[src/rtl/button_conditioner.sv]
// button_conditioner: turns two raw, bouncing, asynchronous push-buttons into
// clean commands for the stopwatch FSM.
//   clk           100 MHz board clock
//   reset         asynchronous, active-low reset
//   btn_start_raw raw start/stop button (active-high, asynchronous)
//   btn_clear_raw raw clear button (active-high, asynchronous)
//   start_stop    start/stop command stretched to PULSE_CYCLES
//   clear         clear command stretched to PULSE_CYCLES
//   start_evt     single-cycle start/stop event
//   clear_evt     single-cycle clear event (clear button or long start press)
//   start_level   debounced start button level
//   clear_level   debounced clear button level

// Per-button synchronizer and debounce FSM.
//   clk, reset   as the top level
//   raw          asynchronous button input
//   level        debounced level (registered)
//   level_nxt_c  level value to be registered on the next edge (combinational)
module button_conditioner_debounce #(
  parameter int unsigned DEBOUNCE_CYCLES = 1000000
) (
  input  logic clk,
  input  logic reset,
  input  logic raw,
  output logic level,
  output logic level_nxt_c
);

  localparam int unsigned CW       = $clog2(DEBOUNCE_CYCLES + 1);
  localparam logic [CW-1:0] CNT_LAST = CW'(DEBOUNCE_CYCLES - 1);
  localparam bit          ONE_SHOT = (DEBOUNCE_CYCLES == 1);

  typedef enum logic [1:0] {
    RELEASED    = 2'd0,
    ARM_PRESS   = 2'd1,
    PRESSED     = 2'd2,
    ARM_RELEASE = 2'd3
  } state_t;

  state_t        state, state_nxt;
  logic [CW-1:0] cnt, cnt_nxt;
  logic          sync_q1, sync_q2;

  // Two-flop synchronizer; only sync_q2 feeds the debounce logic.
  always_ff @(posedge clk or negedge reset) begin
    if (!reset) begin
      sync_q1 <= 1'b0;
      sync_q2 <= 1'b0;
    end else begin
      sync_q1 <= raw;
      sync_q2 <= sync_q1;
    end
  end

  // State, stability counter and level registers.
  always_ff @(posedge clk or negedge reset) begin
    if (!reset) begin
      state <= RELEASED;
      cnt   <= '0;
      level <= 1'b0;
    end else begin
      state <= state_nxt;
      cnt   <= cnt_nxt;
      level <= level_nxt_c;
    end
  end

  // The entry transition counts as the first stable sample, so the level
  // flips on the DEBOUNCE_CYCLES-th consecutive sample.
  always_comb begin
    state_nxt   = state;
    cnt_nxt     = cnt;
    level_nxt_c = level;
    case (state)
      RELEASED: begin
        if (sync_q2) begin
          if (ONE_SHOT) begin
            state_nxt   = PRESSED;
            level_nxt_c = 1'b1;
            cnt_nxt     = '0;
          end else begin
            state_nxt = ARM_PRESS;
            cnt_nxt   = CW'(1);
          end
        end
      end
      ARM_PRESS: begin
        if (!sync_q2) begin
          state_nxt = RELEASED;
          cnt_nxt   = '0;
        end else if (cnt == CNT_LAST) begin
          state_nxt   = PRESSED;
          level_nxt_c = 1'b1;
          cnt_nxt     = '0;
        end else begin
          cnt_nxt = cnt + CW'(1);
        end
      end
      PRESSED: begin
        if (!sync_q2) begin
          if (ONE_SHOT) begin
            state_nxt   = RELEASED;
            level_nxt_c = 1'b0;
            cnt_nxt     = '0;
          end else begin
            state_nxt = ARM_RELEASE;
            cnt_nxt   = CW'(1);
          end
        end
      end
      ARM_RELEASE: begin
        if (sync_q2) begin
          state_nxt = PRESSED;
          cnt_nxt   = '0;
        end else if (cnt == CNT_LAST) begin
          state_nxt   = RELEASED;
          level_nxt_c = 1'b0;
          cnt_nxt     = '0;
        end else begin
          cnt_nxt = cnt + CW'(1);
        end
      end
      default: begin
        state_nxt   = RELEASED;
        cnt_nxt     = '0;
        level_nxt_c = 1'b0;
      end
    endcase
  end

endmodule

module button_conditioner #(
  parameter int unsigned DEBOUNCE_CYCLES   = 1000000,
  parameter int unsigned LONG_PRESS_CYCLES = 200000000,
  parameter int unsigned PULSE_CYCLES      = 150000
) (
  input  logic clk,
  input  logic reset,
  input  logic btn_start_raw,
  input  logic btn_clear_raw,
  output logic start_stop,
  output logic clear,
  output logic start_evt,
  output logic clear_evt,
  output logic start_level,
  output logic clear_level
);

  localparam int unsigned HW = $clog2(LONG_PRESS_CYCLES + 1);
  localparam int unsigned PW = $clog2(PULSE_CYCLES + 1);
  localparam logic [HW-1:0] HOLD_MAX  = HW'(LONG_PRESS_CYCLES);
  localparam logic [HW-1:0] HOLD_LAST = HW'(LONG_PRESS_CYCLES - 1);
  localparam logic [PW-1:0] PULSE_LD  = PW'(PULSE_CYCLES);

  logic          start_level_nxt_c, clear_level_nxt_c;
  logic          start_fall_c, clear_rise_c, long_hit_c;
  logic          start_evt_nxt_c, clear_evt_nxt_c;
  logic [HW-1:0] hold_cnt;
  logic          long_flag;
  logic [PW-1:0] start_cnt, clear_cnt;

  button_conditioner_debounce #(.DEBOUNCE_CYCLES(DEBOUNCE_CYCLES)) u_start_db (
    .clk         (clk),
    .reset       (reset),
    .raw         (btn_start_raw),
    .level       (start_level),
    .level_nxt_c (start_level_nxt_c)
  );

  button_conditioner_debounce #(.DEBOUNCE_CYCLES(DEBOUNCE_CYCLES)) u_clear_db (
    .clk         (clk),
    .reset       (reset),
    .raw         (btn_clear_raw),
    .level       (clear_level),
    .level_nxt_c (clear_level_nxt_c)
  );

  // Events are registered alongside the level change that causes them;
  // a clear from either source masks a coincident start event.
  always_comb begin
    start_fall_c    = start_level & ~start_level_nxt_c;
    clear_rise_c    = clear_level_nxt_c & ~clear_level;
    long_hit_c      = start_level & ~long_flag & (hold_cnt == HOLD_LAST);
    clear_evt_nxt_c = clear_rise_c | long_hit_c;
    start_evt_nxt_c = start_fall_c & ~long_flag & ~clear_evt_nxt_c;
  end

  // Hold timer for the long-press (clear) path.
  always_ff @(posedge clk or negedge reset) begin
    if (!reset) begin
      hold_cnt  <= '0;
      long_flag <= 1'b0;
    end else if (!start_level || start_fall_c) begin
      hold_cnt  <= '0;
      long_flag <= 1'b0;
    end else begin
      if (hold_cnt != HOLD_MAX) hold_cnt <= hold_cnt + HW'(1);
      if (long_hit_c) long_flag <= 1'b1;
    end
  end

  // Single-cycle event registers.
  always_ff @(posedge clk or negedge reset) begin
    if (!reset) begin
      start_evt <= 1'b0;
      clear_evt <= 1'b0;
    end else begin
      start_evt <= start_evt_nxt_c;
      clear_evt <= clear_evt_nxt_c;
    end
  end

  // Clear stretcher: reload on every event, high while the counter runs.
  always_ff @(posedge clk or negedge reset) begin
    if (!reset) begin
      clear_cnt <= '0;
      clear     <= 1'b0;
    end else if (clear_evt) begin
      clear_cnt <= PULSE_LD;
      clear     <= 1'b1;
    end else if (clear_cnt != '0) begin
      clear_cnt <= clear_cnt - PW'(1);
      clear     <= (clear_cnt != PW'(1));
    end
  end

  // Start stretcher; any clear event cancels it.
  always_ff @(posedge clk or negedge reset) begin
    if (!reset) begin
      start_cnt  <= '0;
      start_stop <= 1'b0;
    end else if (clear_evt) begin
      start_cnt  <= '0;
      start_stop <= 1'b0;
    end else if (start_evt) begin
      start_cnt  <= PULSE_LD;
      start_stop <= 1'b1;
    end else if (start_cnt != '0) begin
      start_cnt  <= start_cnt - PW'(1);
      start_stop <= (start_cnt != PW'(1));
    end
  end

endmodule

[config.mk]
export PLATFORM = sky130hd
export DESIGN_NAME = button_conditioner
export DESIGN_NICKNAME = d
export VERILOG_FILES = /design/src/rtl/button_conditioner.sv
export SDC_FILE = /design/constraint.sdc
export NUM_CORES = 1
export LEC_CHECK = 0
export BUFFER_PORTS_ARGS = -buffer_cell sky130_fd_sc_hd__buf_2
export CAP_MARGIN = 20
export CELL_PAD_IN_SITES_DETAIL_PLACEMENT = 2
export CELL_PAD_IN_SITES_GLOBAL_PLACEMENT = 2
export CORE_MARGIN = 10
export CORE_UTILIZATION = 44
export CTS_CLUSTER_DIAMETER = 30
export DETAILED_ROUTE_END_ITERATION = 8
export PLACE_DENSITY = 0.87
export SLEW_MARGIN = 25
export SYNTH_ARGS = -nofsm -noshare
export SYNTH_HDL_FRONTEND = slang
export SYNTH_SLANG_ARGS = --single-unit
[constraint.sdc]
create_clock -name clk -period 3.1 [get_ports clk]
set_input_delay 0.31 -clock clk [delete_from_list [all_inputs] [get_ports clk]]
set_output_delay 0.31 -clock clk [all_outputs]
set_load 0.03 [all_outputs]
==> flow_metrics.env, run 1 <==
export IMPL_cp_start_kind="flip-flop"
export IMPL_ys_warn_count=0
export IMPL_cts_buffers=17
export IMPL_htreeDepth=4
export IMPL_final_common_cell="dfrtp_1"
export IMPL_final_core_util_pct=51.3
export IMPL_slew_headroom_pct=36.6
export IMPL_power_density_nw_per_um2=527
export IMPL_fin_worst_skew_ns=0.0130
export IMPL_start_util_pct=44.9
export IMPL_crit_fanout=6
export IMPL_fillCellCount=1443
export IMPL_period_share_pct=85.8
export IMPL_cts_tree="built"
export IMPL_synthAdderAreaFrac_pct=1.81
export IMPL_drc=0
export IMPL_worstMarginPinSlew_ns=0.942
export IMPL_end_kind="flip-flop"
export IMPL_synth_xor_area_share_pct=9.31
export IMPL_synthToLayoutAreaGrowth_pct=14.4
export IMPL_fin_crit_ns=2.66
export IMPL_leakage_nw=3.05
export IMPL_overflow=0
export IMPL_core_area_um2=13800
export IMPL_antenna_found_initial=0
export IMPL_die_x_um=139
export IMPL_diodes=0
export IMPL_nets=692
export IMPL_worst_hold_slack_ns=-0.0192
export IMPL_insertion_delay_ns=0.43
export IMPL_synth_simple_area_share_pct=27.7
export IMPL_synthesis_nets=675
export IMPL_drtIter0Drc=358
export IMPL_dominantRegCellSynth="dfrtp_1"
export IMPL_routed_wl_um=19700
export IMPL_synth_edf_count=0
export IMPL_die_y_um=139
export IMPL_first_pass_iters=5
export IMPL_violations="negative hold slack"
export IMPL_grt_setup_unrepaired="no"
export IMPL_hold_class="in2async"
export IMPL_grt_pass1_wl_um=33200
export IMPL_place_hpwl_um=12000
export IMPL_worst_setup_path_type="reg2reg"
export IMPL_grt_max_degree=63
export IMPL_grt_pass1_vias=6124
export IMPL_final_cell_mix="dfrtp_1 (119), nor2_1 (87), nand2_1 (57), xnor2_1 (44), nand3_1 (41)"
export IMPL_drive_gt1_share_pct=9.39
export IMPL_post_cts_buffers=0
export IMPL_setup_viol=0
export IMPL_report_final_slew_viol_count=0
export IMPL_clk_pin_slew_worst_paths_ns=0.06
export IMPL_fmax_ghz=0.376
export IMPL_viasPerCell=6.06
export IMPL_final_hold_violation_count=12
export IMPL_synth_top_area_cell="dfrtp_1"
export IMPL_die_area_um2=19300
export IMPL_syn_area_um2=6210
export IMPL_maxCapViolCount=0
export IMPL_setup_tns_ns=0
export IMPL_ys_async_sr_fraction_pct=100
export IMPL_synth_avg_cell_area_um2=9.38
export IMPL_synthDominantCellAreaShare_pct=48.0
export IMPL_ioPinCount=10
export IMPL_cts_num_sinks=119
export IMPL_status="complete, but fails checks"
export IMPL_synth_distinct_cells=61
export IMPL_vias=5282
export IMPL_drtAntennaViolNets=0
export IMPL_place_congestion=0.779
export IMPL_grtUsageTotal_pct=21.0
export IMPL_synthMuxAreaShare_pct=0.988
export IMPL_cts_buffer_depth=2
export IMPL_portBuffers=9
export IMPL_synth_area_top_cells="dfrtp_1 (48%), xnor2_1 (6.2%), nor2_1 (5.3%)"
export IMPL_ys_seq_area_share_pct=48.0
export IMPL_wl_per_cell_um=22.6
export IMPL_synth_top_family_by_area="simple AND/OR/NAND/NOR gates"
export IMPL_synth_seq_cells=119
export IMPL_cts_root_buf="clkbuf_16"
export IMPL_crit_required_ns=3.41
export IMPL_vdd_ir_drop_worst_mv=0.430
export IMPL_synth_compound_area_share_pct=9.96
export IMPL_ctsHoldBuffers=2
export IMPL_cts_resized=0
export IMPL_synthCells=662
export IMPL_fp_row_count=43
export IMPL_critical_path_arrival_ns=2.97
-- cell usage after synthesis (all sizes together), types with 3 or more instances --
master	instances
a2111oi	3
nor4	24
nor2	87
or3b	3
dfrtp	119
mux2i	5
buf	7
nor3	25
xor2	22
and2	3
xnor2	44
a22o	3
nand3	41
and4	3
and3	11
nand2	57
a31oi	16
or2	5
clkbuf	13
ha	9
o21ai	19
nand2b	14
or4	10
inv	15
nor2b	5
a21oi	28
or3	14
a211oi	6
nand4	18
-- worst paths after layout --
| kind | startpoint | to | slack, ns | depth (start not counted) |
|---|---|---|---|---|
| worst max register to register | u_clear_db.cnt[13] | start_evt | 0.44 | 5 |
| worst min-delay path | reset | clear_cnt[1] | -0.02 | 1 |
| worst min register to register | u_start_db.sync_q1 | u_start_db.sync_q2 | 0.34 | 0 |
| worst max-delay path | u_clear_db.cnt[13] | start_evt | 0.44 | 5 |
| max in group asynchronous | reset | u_clear_db.cnt[8] | 2.28 | 2 |
| min in group clk | u_start_db.sync_q1 | u_start_db.sync_q2 | 0.34 | 0 |
-- sequential cells by signal, summed over array words and instances (netlist names), named ones only --
register and cells:
clear 1, clear_cnt 18, clear_evt 1, hold_cnt 28, long_flag 1, start_cnt 18
start_evt 1, start_stop 1, u_clear_db.cnt 20, u_clear_db.level 1, u_clear_db.state 1, u_clear_db.sync_q1 1
u_clear_db.sync_q2 1, u_start_db.cnt 20, u_start_db.level 1, u_start_db.state 1, u_start_db.sync_q1 1, u_start_db.sync_q2 1
-- power by group --
group	leakage [nW]	total, mW	internal (mW)	switching [mW]
sequential	1.64	1.59	1.57	0.0201
combinational	1.11	0.106	0.0299	0.0758
clock	0.297	2.05	1.32	0.730
-- logic make-up (layout without fill, tap and decap cells) --
kind of cell | after synthesis | after routing
buffers and inverters | 35 | 65
multiplexers | 6 | 6
XOR/XNOR | 66 | 66
adder cells (fa/ha/maj) | 9 | 9
flip-flops | 119 | 119
AND/OR/NAND/NOR | 330 | 330
AO/OA/AOI/OAI | 97 | 97
-- worst max-delay path: stages (launching register included) --
cell,delay [ns]
dfrtp_1,0.44
or3b_2,0.50
nor4_1,0.72
nand4_1,0.37
o32ai_1,0.42
nor4_1,0.09
-- per-stage QoR --
step	instance area, um^2	setup slack [ns]	hold slack (ns)	instances	total power [mW]
6_report	7100	0.440	-0.0192	872	3.74
3_5_place_dp	6470	0.522	0.341	838	1.72
3_3_place_gp	6470	0.816	0.333	838	1.71
4_1_cts	7090	0.476	0.00855	872	3.77
2_1_floorplan	6210	0.985	0.0144	662	1.66
5_1_grt	7100	0.205	0.0338	872	3.86
-- layer usage --
layer	track usage (%)	part of all wire, %
met1	23.5	42
met5	0	0
met4	8.51	2.1
met3	4.55	2.8
met2	37.6	54
-- final cells by class --
cell class | count | area [um^2] | area share [%]
clock inverters | 9 | 123 | 1.73
clock buffers | 23 | 478 | 6.73
inverters | 15 | 56.3 | 0.793
flip-flops and latches | 119 | 2980 | 42.0
multi-input cells | 508 | 3110 | 43.8
well taps | 180 | 225 | 3.17
repair buffers | 18 | 133 | 1.87
(Power assumes the default switching activity.)
==> run 2: changes to the inputs <==
- HOLD_SLACK_MARGIN: default -> 0.05
==> run 2 against run 1 <==
Against the previous run: the flow now finishes without violations; utilization is 0.072 points higher; wire length hardly changed; setup slack better by 0.010 ns; clock skew is 0.0041 ns lower; register-to-register slack hardly changed; critical path depth is 1 higher; hold slack better by 0.37 ns; combinational power hardly changed; critical endpoint unchanged; largest cell class unchanged; highest routed layer unchanged.
==> flow_metrics.env, run 2 (synthesis results as in run 1) <==
export IMPL_maxCapViolCount=0
export IMPL_period_share_pct=85.5
export IMPL_largest_register_ffs=28
export IMPL_r2r_end="start_evt"
export IMPL_portBuffers=9
export IMPL_start_util_pct=44.9
export IMPL_p_total_mw=3.74
export IMPL_wl_per_cell_um=22.6
export IMPL_setup_tns_ns=0
export IMPL_viasPerCell=6.05
export IMPL_cts_root_buf="clkbuf_16"
export IMPL_grt_pass1_wl_um=33200
export IMPL_fin_worst_skew_ns=0.00891
export IMPL_drc=0
export IMPL_place_hpwl_um=12000
export IMPL_r2r_cells=6
export IMPL_r2r_start="u_clear_db.cnt[0]"
export IMPL_cp_start_kind="flip-flop"
export IMPL_p_sw_share_pct=22.0
export IMPL_insertion_delay_ns=0.43
export IMPL_first_pass_iters=4
export IMPL_drive_gt1_share_pct=9.38
export IMPL_hold_depth=0
export IMPL_hold_start="u_start_db.sync_q1"
export IMPL_reg_largest_list="hold_cnt: 28 flops, u_clear_db.cnt: 20 flops, u_start_db.cnt: 20 flops"
export IMPL_crit_required_ns=3.40
export IMPL_rrSetupSlack_ns=0.45
export IMPL_end_kind="flip-flop"
export IMPL_worstMarginPinSlew_ns=0.933
export IMPL_setup_viol=0
export IMPL_clock_power_share_pct=54.7
export IMPL_cts_num_sinks=119
export IMPL_multi_input_area_um2=3110
export IMPL_die_area_um2=19300
export IMPL_report_final_slew_viol_count=0
export IMPL_power_switching_mw=0.824
export IMPL_final_common_cell="dfrtp_1"
export IMPL_antenna_found_initial=0
export IMPL_ioPinCount=10
export IMPL_cts_buffer_depth=2
export IMPL_htreeDepth=4
export IMPL_fp_row_count=43
export IMPL_synthToLayoutAreaGrowth_pct=14.5
export IMPL_post_cts_buffers=0
export IMPL_routed_wl_um=19700
export IMPL_vias=5283
export IMPL_grt_pass1_vias=6127
export IMPL_core_area_um2=13800
export IMPL_fin_crit_ns=2.65
export IMPL_cts_tree="built"
export IMPL_status="finished, final reports clean"
export IMPL_die_x_um=139
export IMPL_place_congestion=0.779
export IMPL_pwr_share_seq_pct=42.4
export IMPL_clk_pin_slew_worst_paths_ns=0.06
export IMPL_whs_endpoint="u_start_db.sync_q2"
export IMPL_fillCellCount=1440
export IMPL_fmax_ghz=0.377
export IMPL_worst_setup_path_type="reg2reg"
export IMPL_drtAntennaViolNets=0
export IMPL_drtIter0Drc=345
export IMPL_final_cell_mix="dfrtp_1 (119), nor2_1 (87), nand2_1 (57), xnor2_1 (44), nand3_1 (41)"
export IMPL_critical_path_arrival_ns=2.95
export IMPL_leakage_nw=3.05
export IMPL_pwr_share_comb_pct=2.8
export IMPL_crit_fanout=5
export IMPL_grtUsageTotal_pct=21.0
export IMPL_vdd_ir_drop_worst_mv=0.432
export IMPL_power_density_nw_per_um2=527
export IMPL_final_hold_violation_count=0
export IMPL_hold_class="reg2reg"
export IMPL_p_int_mw=2.92
export IMPL_nets=693
export IMPL_regArea_um2=2980
export IMPL_overflow=0
export IMPL_cts_buffers=17
export IMPL_slew_headroom_pct=37.2
export IMPL_die_y_um=139
export IMPL_grt_max_degree=63
export IMPL_diodes=0
export IMPL_top_register="hold_cnt"
export IMPL_grt_setup_unrepaired="no"
==> run 2: cell count changes in the layout (fill, tap and decap cells not counted), sizes merged <==
cell | before | now
dlygate4sd3 | 2 | 3
==> run 2: power groups by stage <==
stage	logic, mW	registers [mW]	clock network [mW]
6_report	0.107	1.59	2.05
5_1_grt	0.121	1.59	2.15
4_1_cts	0.109	1.59	2.07
3_5_place_dp	0.104	1.61	0
3_3_place_gp	0.0958	1.61	0
2_1_floorplan	0.0481	1.61	0
==> run 2: how the worst max path moves through the flow <==
stage	startpoint	end	cells after the start
6_report	u_clear_db.cnt[0]	start_evt	6
5_1_grt	u_clear_db.cnt[0]	start_evt	6
4_1_cts	u_clear_db.cnt[0]	u_clear_db.cnt[18]	6
3_5_place_dp	u_clear_db.cnt[0]	u_clear_db.cnt[18]	6
3_3_place_gp	start_cnt[0]	start_cnt[12]	6
2_1_floorplan	start_cnt[6]	start_cnt[4]	5
==> run 2: area by class of cell <==
class | instances | share of cell area [%]
Tap cell | 180 | 3.17
Sequential cell | 119 | 41.9
Inverter | 15 | 0.792
Timing Repair Buffer | 19 | 2.01
Clock buffer | 23 | 6.72
Clock inverter | 9 | 1.73
Multi-Input combinational cell | 508 | 43.7
==> run 2: critical path, cell delays in order (launching register included) <==
cell     delay, ns
dfrtp_1       0.43
ha_1          0.26
nand2_1       0.14
nor4_1        0.82
nand4_1       0.36
o32ai_1       0.42
nor4_1        0.09
==> run 2: timing repair <==
| action | in CTS | in global routing |
|---|---|---|
| hold buffers | 3 | 0 |
| gates resized for setup | 0 | 0 |
| hold endpoints to repair | 62 | 0 |
==> run 2: layer usage <==
metal | up-vias | GRT usage, % | routed length (um)
li1 | 2420 | - | -
met1 | 2746 | 23.5 | 8170
met2 | 86 | 37.6 | 10600
met3 | 31 | 4.59 | 550
met4 | 0 | 8.51 | 377
met5 | - | 0 | 0
==> run 2: metrics by stage <==
step           hold WS, ns  cells  cell area, um^2  util [%]  setup WS, ns
4_1_cts              0.349    873             7100      51.4         0.476
3_5_place_dp         0.341    838             6470      46.8         0.522
5_1_grt              0.360    873             7110      51.4         0.205
3_3_place_gp         0.333    838             6470      46.8         0.816
6_report             0.350    873             7110      51.4         0.450
2_1_floorplan       0.0144    662             6210         -         0.985
